[src/rtl/sram_arb2_if.sv]
// sram_arb2_if: bundles the two requester ports, the SRAM port and the
// statistics port of sram_arb2. The arbiter uses the slave modport; the
// requesters and the SRAM model use the master modport.
interface sram_arb2_if #(
  parameter int AW = 15,
  parameter int DW = 32
);
  // Requester A (APB bridge side)
  logic          a_req;
  logic          a_wr;
  logic [AW-1:0] a_addr;
  logic [DW-1:0] a_wdata;
  logic          a_gnt;
  logic          a_rvalid;
  logic [DW-1:0] a_rdata;
  // Requester B (DSP/DMA engine)
  logic          b_req;
  logic          b_wr;
  logic [AW-1:0] b_addr;
  logic [DW-1:0] b_wdata;
  logic          b_gnt;
  logic          b_rvalid;
  logic [DW-1:0] b_rdata;
  // Shared single-port SRAM
  logic          sram_en;
  logic          sram_wr;
  logic [AW-1:0] sram_addr;
  logic [DW-1:0] sram_wdata;
  logic [DW-1:0] sram_rdata;
  // Statistics
  logic          stats_clr;
  logic [15:0]   a_wait_cnt;

  modport slave (
    input  a_req, a_wr, a_addr, a_wdata,
    input  b_req, b_wr, b_addr, b_wdata,
    input  sram_rdata, stats_clr,
    output a_gnt, a_rvalid, a_rdata,
    output b_gnt, b_rvalid, b_rdata,
    output sram_en, sram_wr, sram_addr, sram_wdata,
    output a_wait_cnt
  );

  modport master (
    output a_req, a_wr, a_addr, a_wdata,
    output b_req, b_wr, b_addr, b_wdata,
    output sram_rdata, stats_clr,
    input  a_gnt, a_rvalid, a_rdata,
    input  b_gnt, b_rvalid, b_rdata,
    input  sram_en, sram_wr, sram_addr, sram_wdata,
    input  a_wait_cnt
  );
endinterface

[src/rtl/sram_arb2.sv]
// sram_arb2: shares one single-port SRAM between requester A (APB bridge)
// and requester B (DSP/DMA). B has fixed priority; a burst limiter hands A
// a slot after at most BURST_MAX consecutive B grants while A is waiting.
// Writes complete in the grant cycle; read data returns one cycle later,
// steered to the requester that owned the read.
// Optional feature: define SRAM_ARB_STATS_EN to add the A stall counter
// (a_wait_cnt, cleared by stats_clr). Without it a_wait_cnt is tied to 0.
module sram_arb2 #(
  parameter int AW        = 15,
  parameter int DW        = 32,
  parameter int BURST_MAX = 4    // legal range 1..15
) (
  input  logic        clk,
  input  logic        reset_n,
  sram_arb2_if.slave  bus
);

  localparam logic [3:0] BURST_LIM = 4'(BURST_MAX);

  logic [3:0] burst_cnt;
  logic       a_win;
  logic       b_win;
  logic       a_rd_pend;
  logic       b_rd_pend;

  // Grant decision; gated by reset so every output reads 0 while in reset.
  // NOTE: every variable written in always_comb gets a default first, so no
  // path can leave it unassigned and infer a latch.
  always_comb begin
    a_win = 1'b0;
    b_win = 1'b0;
    if (reset_n) begin
      if (bus.b_req && (!bus.a_req || (burst_cnt < BURST_LIM))) begin
        b_win = 1'b1;
      end else if (bus.a_req) begin
        a_win = 1'b1;
      end
    end
  end

  assign bus.a_gnt = a_win;
  assign bus.b_gnt = b_win;

  // SRAM command mux: winner's attributes pass through in the grant cycle.
  always_comb begin
    bus.sram_en    = 1'b0;
    bus.sram_wr    = 1'b0;
    bus.sram_addr  = '0;
    bus.sram_wdata = '0;
    if (b_win) begin
      bus.sram_en    = 1'b1;
      bus.sram_wr    = bus.b_wr;
      bus.sram_addr  = bus.b_addr;
      bus.sram_wdata = bus.b_wdata;
    end else if (a_win) begin
      bus.sram_en    = 1'b1;
      bus.sram_wr    = bus.a_wr;
      bus.sram_addr  = bus.a_addr;
      bus.sram_wdata = bus.a_wdata;
    end
  end

  // Burst limiter: counts B grants taken while A waits, saturating at the limit.
  // NOTE: sequential state is updated with non-blocking assignments so every
  // flop samples the pre-edge values regardless of statement order.
  always_ff @(posedge clk or negedge reset_n) begin
    if (!reset_n) begin
      burst_cnt <= '0;
    end else if (a_win || !bus.a_req) begin
      burst_cnt <= '0;
    end else if (b_win && (burst_cnt != BURST_LIM)) begin
      burst_cnt <= burst_cnt + 4'd1;
    end
  end

  // Read-owner tag: remembers who issued the read so the data returned next
  // cycle goes to the right requester. Reset drops any read in flight.
  always_ff @(posedge clk or negedge reset_n) begin
    if (!reset_n) begin
      a_rd_pend <= 1'b0;
      b_rd_pend <= 1'b0;
    end else begin
      a_rd_pend <= a_win && !bus.a_wr;
      b_rd_pend <= b_win && !bus.b_wr;
    end
  end

  assign bus.a_rvalid = a_rd_pend;
  assign bus.b_rvalid = b_rd_pend;
  assign bus.a_rdata  = a_rd_pend ? bus.sram_rdata : '0;
  assign bus.b_rdata  = b_rd_pend ? bus.sram_rdata : '0;

`ifdef SRAM_ARB_STATS_EN
  logic [15:0] wait_cnt;

  // A stall counter: counts cycles A requests without a grant; clear wins.
  always_ff @(posedge clk or negedge reset_n) begin
    if (!reset_n) begin
      wait_cnt <= '0;
    end else if (bus.stats_clr) begin
      wait_cnt <= '0;
    end else if (bus.a_req && !a_win && (wait_cnt != 16'hFFFF)) begin
      wait_cnt <= wait_cnt + 16'd1;
    end
  end

  assign bus.a_wait_cnt = wait_cnt;
`else
  logic unused_stats_clr;

  assign bus.a_wait_cnt   = '0;
  assign unused_stats_clr = bus.stats_clr;
`endif

endmodule
[src/flat_wrapper.sv]
// flat-port wrapper written by rule: the top's interface ports become plain ports
module sram_arb2_flat 
#(
  parameter int AW        = 15,
  parameter int DW        = 32,
  parameter int BURST_MAX = 4                        
)
  (clk, reset_n, bus_a_req, bus_a_wr, bus_a_addr, bus_a_wdata, bus_b_req, bus_b_wr, bus_b_addr, bus_b_wdata, bus_sram_rdata, bus_stats_clr, bus_a_gnt, bus_a_rvalid, bus_a_rdata, bus_b_gnt, bus_b_rvalid, bus_b_rdata, bus_sram_en, bus_sram_wr, bus_sram_addr, bus_sram_wdata, bus_a_wait_cnt);
  sram_arb2_if #(.AW(AW), .DW(DW)) bus_i ();
  input  logic clk;
  input  logic reset_n;
  input wire logic [$bits(bus_i.a_req)-1:0] bus_a_req;
  input wire logic [$bits(bus_i.a_wr)-1:0] bus_a_wr;
  input wire logic [$bits(bus_i.a_addr)-1:0] bus_a_addr;
  input wire logic [$bits(bus_i.a_wdata)-1:0] bus_a_wdata;
  input wire logic [$bits(bus_i.b_req)-1:0] bus_b_req;
  input wire logic [$bits(bus_i.b_wr)-1:0] bus_b_wr;
  input wire logic [$bits(bus_i.b_addr)-1:0] bus_b_addr;
  input wire logic [$bits(bus_i.b_wdata)-1:0] bus_b_wdata;
  input wire logic [$bits(bus_i.sram_rdata)-1:0] bus_sram_rdata;
  input wire logic [$bits(bus_i.stats_clr)-1:0] bus_stats_clr;
  output wire logic [$bits(bus_i.a_gnt)-1:0] bus_a_gnt;
  output wire logic [$bits(bus_i.a_rvalid)-1:0] bus_a_rvalid;
  output wire logic [$bits(bus_i.a_rdata)-1:0] bus_a_rdata;
  output wire logic [$bits(bus_i.b_gnt)-1:0] bus_b_gnt;
  output wire logic [$bits(bus_i.b_rvalid)-1:0] bus_b_rvalid;
  output wire logic [$bits(bus_i.b_rdata)-1:0] bus_b_rdata;
  output wire logic [$bits(bus_i.sram_en)-1:0] bus_sram_en;
  output wire logic [$bits(bus_i.sram_wr)-1:0] bus_sram_wr;
  output wire logic [$bits(bus_i.sram_addr)-1:0] bus_sram_addr;
  output wire logic [$bits(bus_i.sram_wdata)-1:0] bus_sram_wdata;
  output wire logic [$bits(bus_i.a_wait_cnt)-1:0] bus_a_wait_cnt;
  assign bus_i.a_req = bus_a_req;
  assign bus_i.a_wr = bus_a_wr;
  assign bus_i.a_addr = bus_a_addr;
  assign bus_i.a_wdata = bus_a_wdata;
  assign bus_i.b_req = bus_b_req;
  assign bus_i.b_wr = bus_b_wr;
  assign bus_i.b_addr = bus_b_addr;
  assign bus_i.b_wdata = bus_b_wdata;
  assign bus_i.sram_rdata = bus_sram_rdata;
  assign bus_i.stats_clr = bus_stats_clr;
  assign bus_a_gnt = bus_i.a_gnt;
  assign bus_a_rvalid = bus_i.a_rvalid;
  assign bus_a_rdata = bus_i.a_rdata;
  assign bus_b_gnt = bus_i.b_gnt;
  assign bus_b_rvalid = bus_i.b_rvalid;
  assign bus_b_rdata = bus_i.b_rdata;
  assign bus_sram_en = bus_i.sram_en;
  assign bus_sram_wr = bus_i.sram_wr;
  assign bus_sram_addr = bus_i.sram_addr;
  assign bus_sram_wdata = bus_i.sram_wdata;
  assign bus_a_wait_cnt = bus_i.a_wait_cnt;
  sram_arb2 #(.AW(AW), .DW(DW), .BURST_MAX(BURST_MAX)) u_core (.clk(clk), .reset_n(reset_n), .bus(bus_i));
endmodule
[config.mk]
export PLATFORM = sky130hd
export DESIGN_NAME = sram_arb2_flat
export DESIGN_NICKNAME = d
export VERILOG_FILES = /design/src/rtl/sram_arb2_if.sv /design/src/rtl/sram_arb2.sv /design/src/flat_wrapper.sv
export SDC_FILE = /design/constraint.sdc
export NUM_CORES = 1
export LEC_CHECK = 0
export ABC_AREA = 1
export CAP_MARGIN = 20
export CORE_MARGIN = 10
export CORE_UTILIZATION = 22
export DETAILED_ROUTE_END_ITERATION = 8
export PLACE_DENSITY_LB_ADDON = 0.08
export SLEW_MARGIN = 20
export SYNTH_ARGS = -nofsm -noshare
export SYNTH_HDL_FRONTEND = slang
export SYNTH_SLANG_ARGS = --single-unit
[constraint.sdc]
create_clock -name clk -period 1.4 [get_ports clk]
set_input_delay 0.14 -clock clk [delete_from_list [all_inputs] [get_ports clk]]
set_output_delay 0.14 -clock clk [all_outputs]
set_load 0.02 [all_outputs]
Word level (Yosys, flattened, before mapping)
Cells that the tools add are included.
{"block": "word_totals", "inputBits": 133, "register_bits": 6}
{"block": "op_classes", "eq_ne": 1, "add_sub_neg": 1, "reduce_logical": 10, "mux": 17, "magnitude_cmp": 1}
{"op": "$mux 32", "count": 4}
{"op": "$mux 15", "count": 2}
{"op": "$mux 1", "count": 9}
{"op": "$mux 4", "count": 2}
{"op": "$add 4x1->4 const B", "count": 1}
{"op": "$logic_and 1x1->1", "count": 4}
{"op": "$lt 4x3->1 const B", "count": 1}
{"op": "$ne 4x3->1 const B", "count": 1}
{"op": "$logic_not 1->1", "count": 3}
{"op": "$logic_or 1x1->1", "count": 2}
{"op": "$reduce_bool 2->1", "count": 1}

Depth between registers and ports, before layout
{"block": "logic_depth", "word_depth": 8, "depth_mapped": 8, "depth_no_buf": 7}

Worst setup path after synthesis
Ideal clock, no wire load.
{"block": "synth_path", "path_kind": "register to output", "from": "register u_core.burst_cnt[2]", "to": "output bus_sram_wdata[22]", "setup_slack_ps": 20, "arrival_ps": 1240, "stages_incl_launch_ff": 7, "path_cell_list": "dfrtp_1 o21ai_2 nand2_2 nor2_4 buf_2 nand2_1 nand2_1"}
{"item": "start, declared", "line": "sram_arb2.sv:20", "rtl": "logic [3:0] burst_cnt;"}
{"item": "start signal, assigned", "line": "sram_arb2.sv:72", "rtl": "burst_cnt <= burst_cnt + 4'd1;"}
{"item": "$lt 4x3->1", "line": "sram_arb2.sv:33", "rtl": "if (bus.b_req && (!bus.a_req || (burst_cnt < BURST_LIM))) begin"}
{"item": "$logic_or 1x1->1", "line": "sram_arb2.sv:33"}
{"item": "$logic_and 1x1->1", "line": "sram_arb2.sv:33"}
{"item": "$mux 1", "line": "sram_arb2.sv:33"}
{"item": "$mux 1", "line": "sram_arb2.sv:32", "rtl": "if (reset_n) begin"}
{"item": "via bus_b_gnt", "line": "flat_wrapper.sv:25", "rtl": "output wire logic [$bits(bus_i.b_gnt)-1:0] bus_b_gnt;"}
{"item": "$mux 32", "line": "sram_arb2.sv:50", "rtl": "if (b_win) begin"}
{"item": "end, declared", "line": "flat_wrapper.sv:31", "rtl": "output wire logic [$bits(bus_i.sram_wdata)-1:0] bus_sram_wdata;"}
The timed path passes the listed nets, and every way through them passes these cells.

Worst setup path in the final report
{"block": "layout_path", "from": "register u_core.burst_cnt[2]", "to": "output bus_sram_addr[11]"}
{"block": "layout_between", "elab_chain_len": 7}
{"item": "$lt 4x3->1 *", "line": "sram_arb2.sv:33"}
{"item": "$logic_or 1x1->1 *", "line": "sram_arb2.sv:33"}
{"item": "$logic_and 1x1->1 *", "line": "sram_arb2.sv:33"}
{"item": "$mux 1", "line": "sram_arb2.sv:33"}
{"item": "$mux 1", "line": "sram_arb2.sv:32"}
{"item": "$mux 15", "line": "sram_arb2.sv:55", "rtl": "end else if (a_win) begin"}
{"item": "$mux 15 *", "line": "sram_arb2.sv:50"}
{"item": "end, declared", "line": "flat_wrapper.sv:30", "rtl": "output wire logic [$bits(bus_i.sram_addr)-1:0] bus_sram_addr;"}
Every way passes the cells marked *; elsewhere a longest branch is shown, timed or not.

==> summary.txt <==
Timing
  • Setup Viol. Count Final: 53
  • Final Critical Period: ~1.7 ns
  • Setup ws final: -0.3293 ns
  • RSZ-0062 raised after global routing: true
  • Layout Skew: 0.001029 ns
  • Fmax: 578.3 MHz
  • Final-report hold violation count: 0
  • Fin crit share: 123.5%
  • Final Max Tran Viols: 0

Clock tree
  • TritonCTS Buffers: 3
  • Clock transition at the registers of the reported paths: approximately 0.04 ns
  • Clock buffer depth: 2
  • Root Driver: clkbuf_8
  • Clk Latency, worst-skew pair: about 0.22 ns
  • Sink Count: 6
  • CTS tree: done
  • Hold buffer count at cts: 0
  • CTS H-tree lvls: 1

Synth
  • Post-synth EDFFs: 0
  • Post-synth top cells: nand2_1, inv_1, buf_4
  • Asr flop ratio synth: 100.0%
  • Top post-synthesis cells by area: nand2_1, inv_1, dfrtp_1
  • Synth warn: 0
  • Post-Syn Instances: ~350
  • Share of the synthesized area in the top cell type: 51.40%
  • Main synth FF type: dfrtp_1
  • Synthesized area: ~0.0016 mm^2
  • Netlist cell types: 18
  • Synth Area per Inst: roughly 4.5 um^2
  • FF+latch count, synth: 6
  • Top-count cell post-synth: nand2_1
  • Seq/Total Area, Yosys: about 9.6%
  • Dominant cell type by area after synthesis: nand2_1

Layout
  • Area delta synth->final: 169.5%
  • # nets final: 740
  • FILL cells: 689
  • Post-route cell area: 0.004212 mm^2
  • Antenna fix cells: 0
  • Layout cells sized above 1: 21.23%

Power
  • Flop pwr share: approximately 12%
  • Clock power frac: 16.4%
  • Comb pwr share: 72.1%
  • Peak supply drop: 0.3470 mV
  • PD cells: 377.7 mW/mm^2
  • Net Sw Frac: between 30% and 40%
  • Switching Power: roughly 0.00059 W
  • Internal Power: 0.0009981 W
  • P_leak: 2.613 nW

Setup path
  • Worst EP required: approximately 1.3 ns
  • Crit end category: output pin
  • Kind of critical path: register to output pin
  • Reg-to-Reg End: u_core.burst_cnt[2]
  • Reg2reg start: u_core.burst_cnt[2]
  • Reg2reg path depth: 8
  • Crit. Startpoint: u_core.burst_cnt[2]
  • Worst Path Max Fanout: 9
  • Worst Path Arrival: 1.59 ns
  • Crit path to: bus_sram_addr[11]
  • R2r setup slk: -0.06 ns
  • Critical Path Source Type: register

Placed design
  • GP Congestion: 0.8735
  • Post-DP Area: 0.004177 mm^2
  • IO buf count: 248
  • DP HPWL: 9.544 mm
  • Post-Place Setup Slack: -0.7313 ns

Route
  • DR pass1 iterations: 4
  • Remaining DRCs: 0
  • Wire length per cell: 15.65 um
  • Routed WL: 10.94 mm
  • DRT iter0 DRCs: 104
  • DR vias/cell: 3.996
  • Post-route ant nets: 0
  • Vias: approximately 2800

Global routing
  • Vias in the first global route: ~2800
  • Gr ovfl total: 0
  • First-pass GRT wire length: 16.20 mm
  • Largest net degree at the start of global routing: 35
  • Initial antenna violation count: 0
  • Total Routing Usage GR: between 10% and 20%

Floorplan
  • Initial core utilization: roughly 23%
  • I/O pins: 266
  • Die height: between 100 and 150 um
  • Die X-Extent: around 100 um
  • Total Die Area: approximately 0.011 mm^2
  • FP Rows: 30
  • Placeable core area: 0.006832 mm^2

Status
  • Failing checks: negative setup slack
  • Outcome: finished with violations

Run
  • Max-Cap Viols: 0

Worst hold path
  • Worst Hold Class: input pin to asynchronous set/reset pin
layout by cell type, fill, tap and decap left out, types with 6 or more instances in the layout:
cell type,netlist,routed
clkdlybuf4s15_1,0,23
buf_4,16,14
inv_1,72,71
nand2_1,214,209
buf_6,2,50
clkbuf_2,0,40
dfrtp_1,6,6
clkdlybuf4s50_1,0,131
nor2_1,10,10
nand2_2,1,6
conb_1,1,16
worst max-delay path: stages, from the launching register on:
cell and delay, ns:
dfrtp_1 0.39, o21ai_2 0.19, nand2_2 0.11, nor2_4 0.14, buf_12 0.15, clkbuf_16 0.15, nand2_1 0.05, nand2_1 0.07
buf_6 0.12
layer usage:
layer  part of all wire, %  GRT usage [%]  routed length [um]  vias to the layer above
li1                      -              -                   -                     1449
met1                    35          16.59                3841                     1195
met2                    55          37.33                5980                      144
met3                   9.6          8.178                1051                        5
met4                  0.59          2.386                  65                        0
met5                     0              0                   0                        -
power by group through the flow:
stage,Clock [W],Sequential (W),Combinational [W]
final,0.000261,0.000184,0.00115
after global routing,0.000282,0.000184,0.00123
after CTS,0.000272,0.000184,0.00115
after detailed placement,0,0.000186,0.00111
after global placement,0,0.000185,0.00110
after floorplan,0,0.000188,0.000418
timing repair:
action | 4_1_cts | 5_1_grt
cloned | 2 | 1
setup endpoints to repair | 117 | 116
pin swaps | 5 | 5
resized for setup | 391 | 91
setup buffers | 2 | 2
registers in the layout, summed over array words and instances, names as in the netlist:
name / cells
u_core.bus.a_rvalid: 1
u_core.burst_cnt: 4
u_core.bus.b_rvalid: 1
metrics by stage:
step / std cells / setup TNS [ns] / utilization (%) / hold WS, ns / power [W]
floorplan: 362 / 0 / - / -0.1556 / 0.0006058
finish: 699 / -14.09 / 61.65 / 0.3403 / 0.001591
detailed placement: 689 / -39.08 / 61.14 / 0.5837 / 0.001292
global placement: 689 / -37.40 / 61.14 / 0.5811 / 0.001287
CTS: 696 / -15.79 / 62.95 / 0.3423 / 0.001602
global route: 699 / -18.32 / 61.65 / 0.3562 / 0.001695
cell type report:
class	instances	area (um^2)	area share, %
inverters	73	274.0	6.506
repair buffers	270	2624	62.30
multi-input cells	251	1002	23.80
well taps	96	120.1	2.852
flip-flops and latches	6	150.1	3.565
clock buffers	3	41.29	0.9804
worst min path at each step:
stage / endpoint / startpoint / slack (ns) / cells past startpoint
floorplan: u_core.burst_cnt[0] / reset_n / -0.16 / 0
global placement: u_core.burst_cnt[1] / reset_n / 0.58 / 2
detailed placement: u_core.burst_cnt[2] / reset_n / 0.58 / 2
CTS: u_core.burst_cnt[0] / reset_n / 0.34 / 2
global route: u_core.burst_cnt[0] / reset_n / 0.36 / 2
finish: u_core.burst_cnt[0] / reset_n / 0.34 / 2
logic make-up (layout without fill, tap and decap cells):
logic type               Yosys count  after routing  synth area share, %
AND/OR/NAND/NOR                  230            230                56.69
buffers and inverters            105            346                30.66
flip-flops                         6              6                9.607
AO/OA/AOI/OAI                      3              3                1.201
adder cells (fa/ha/maj)            2              2                1.601
other                              1             16               0.2400
Power figures use the tool's default switching activity.
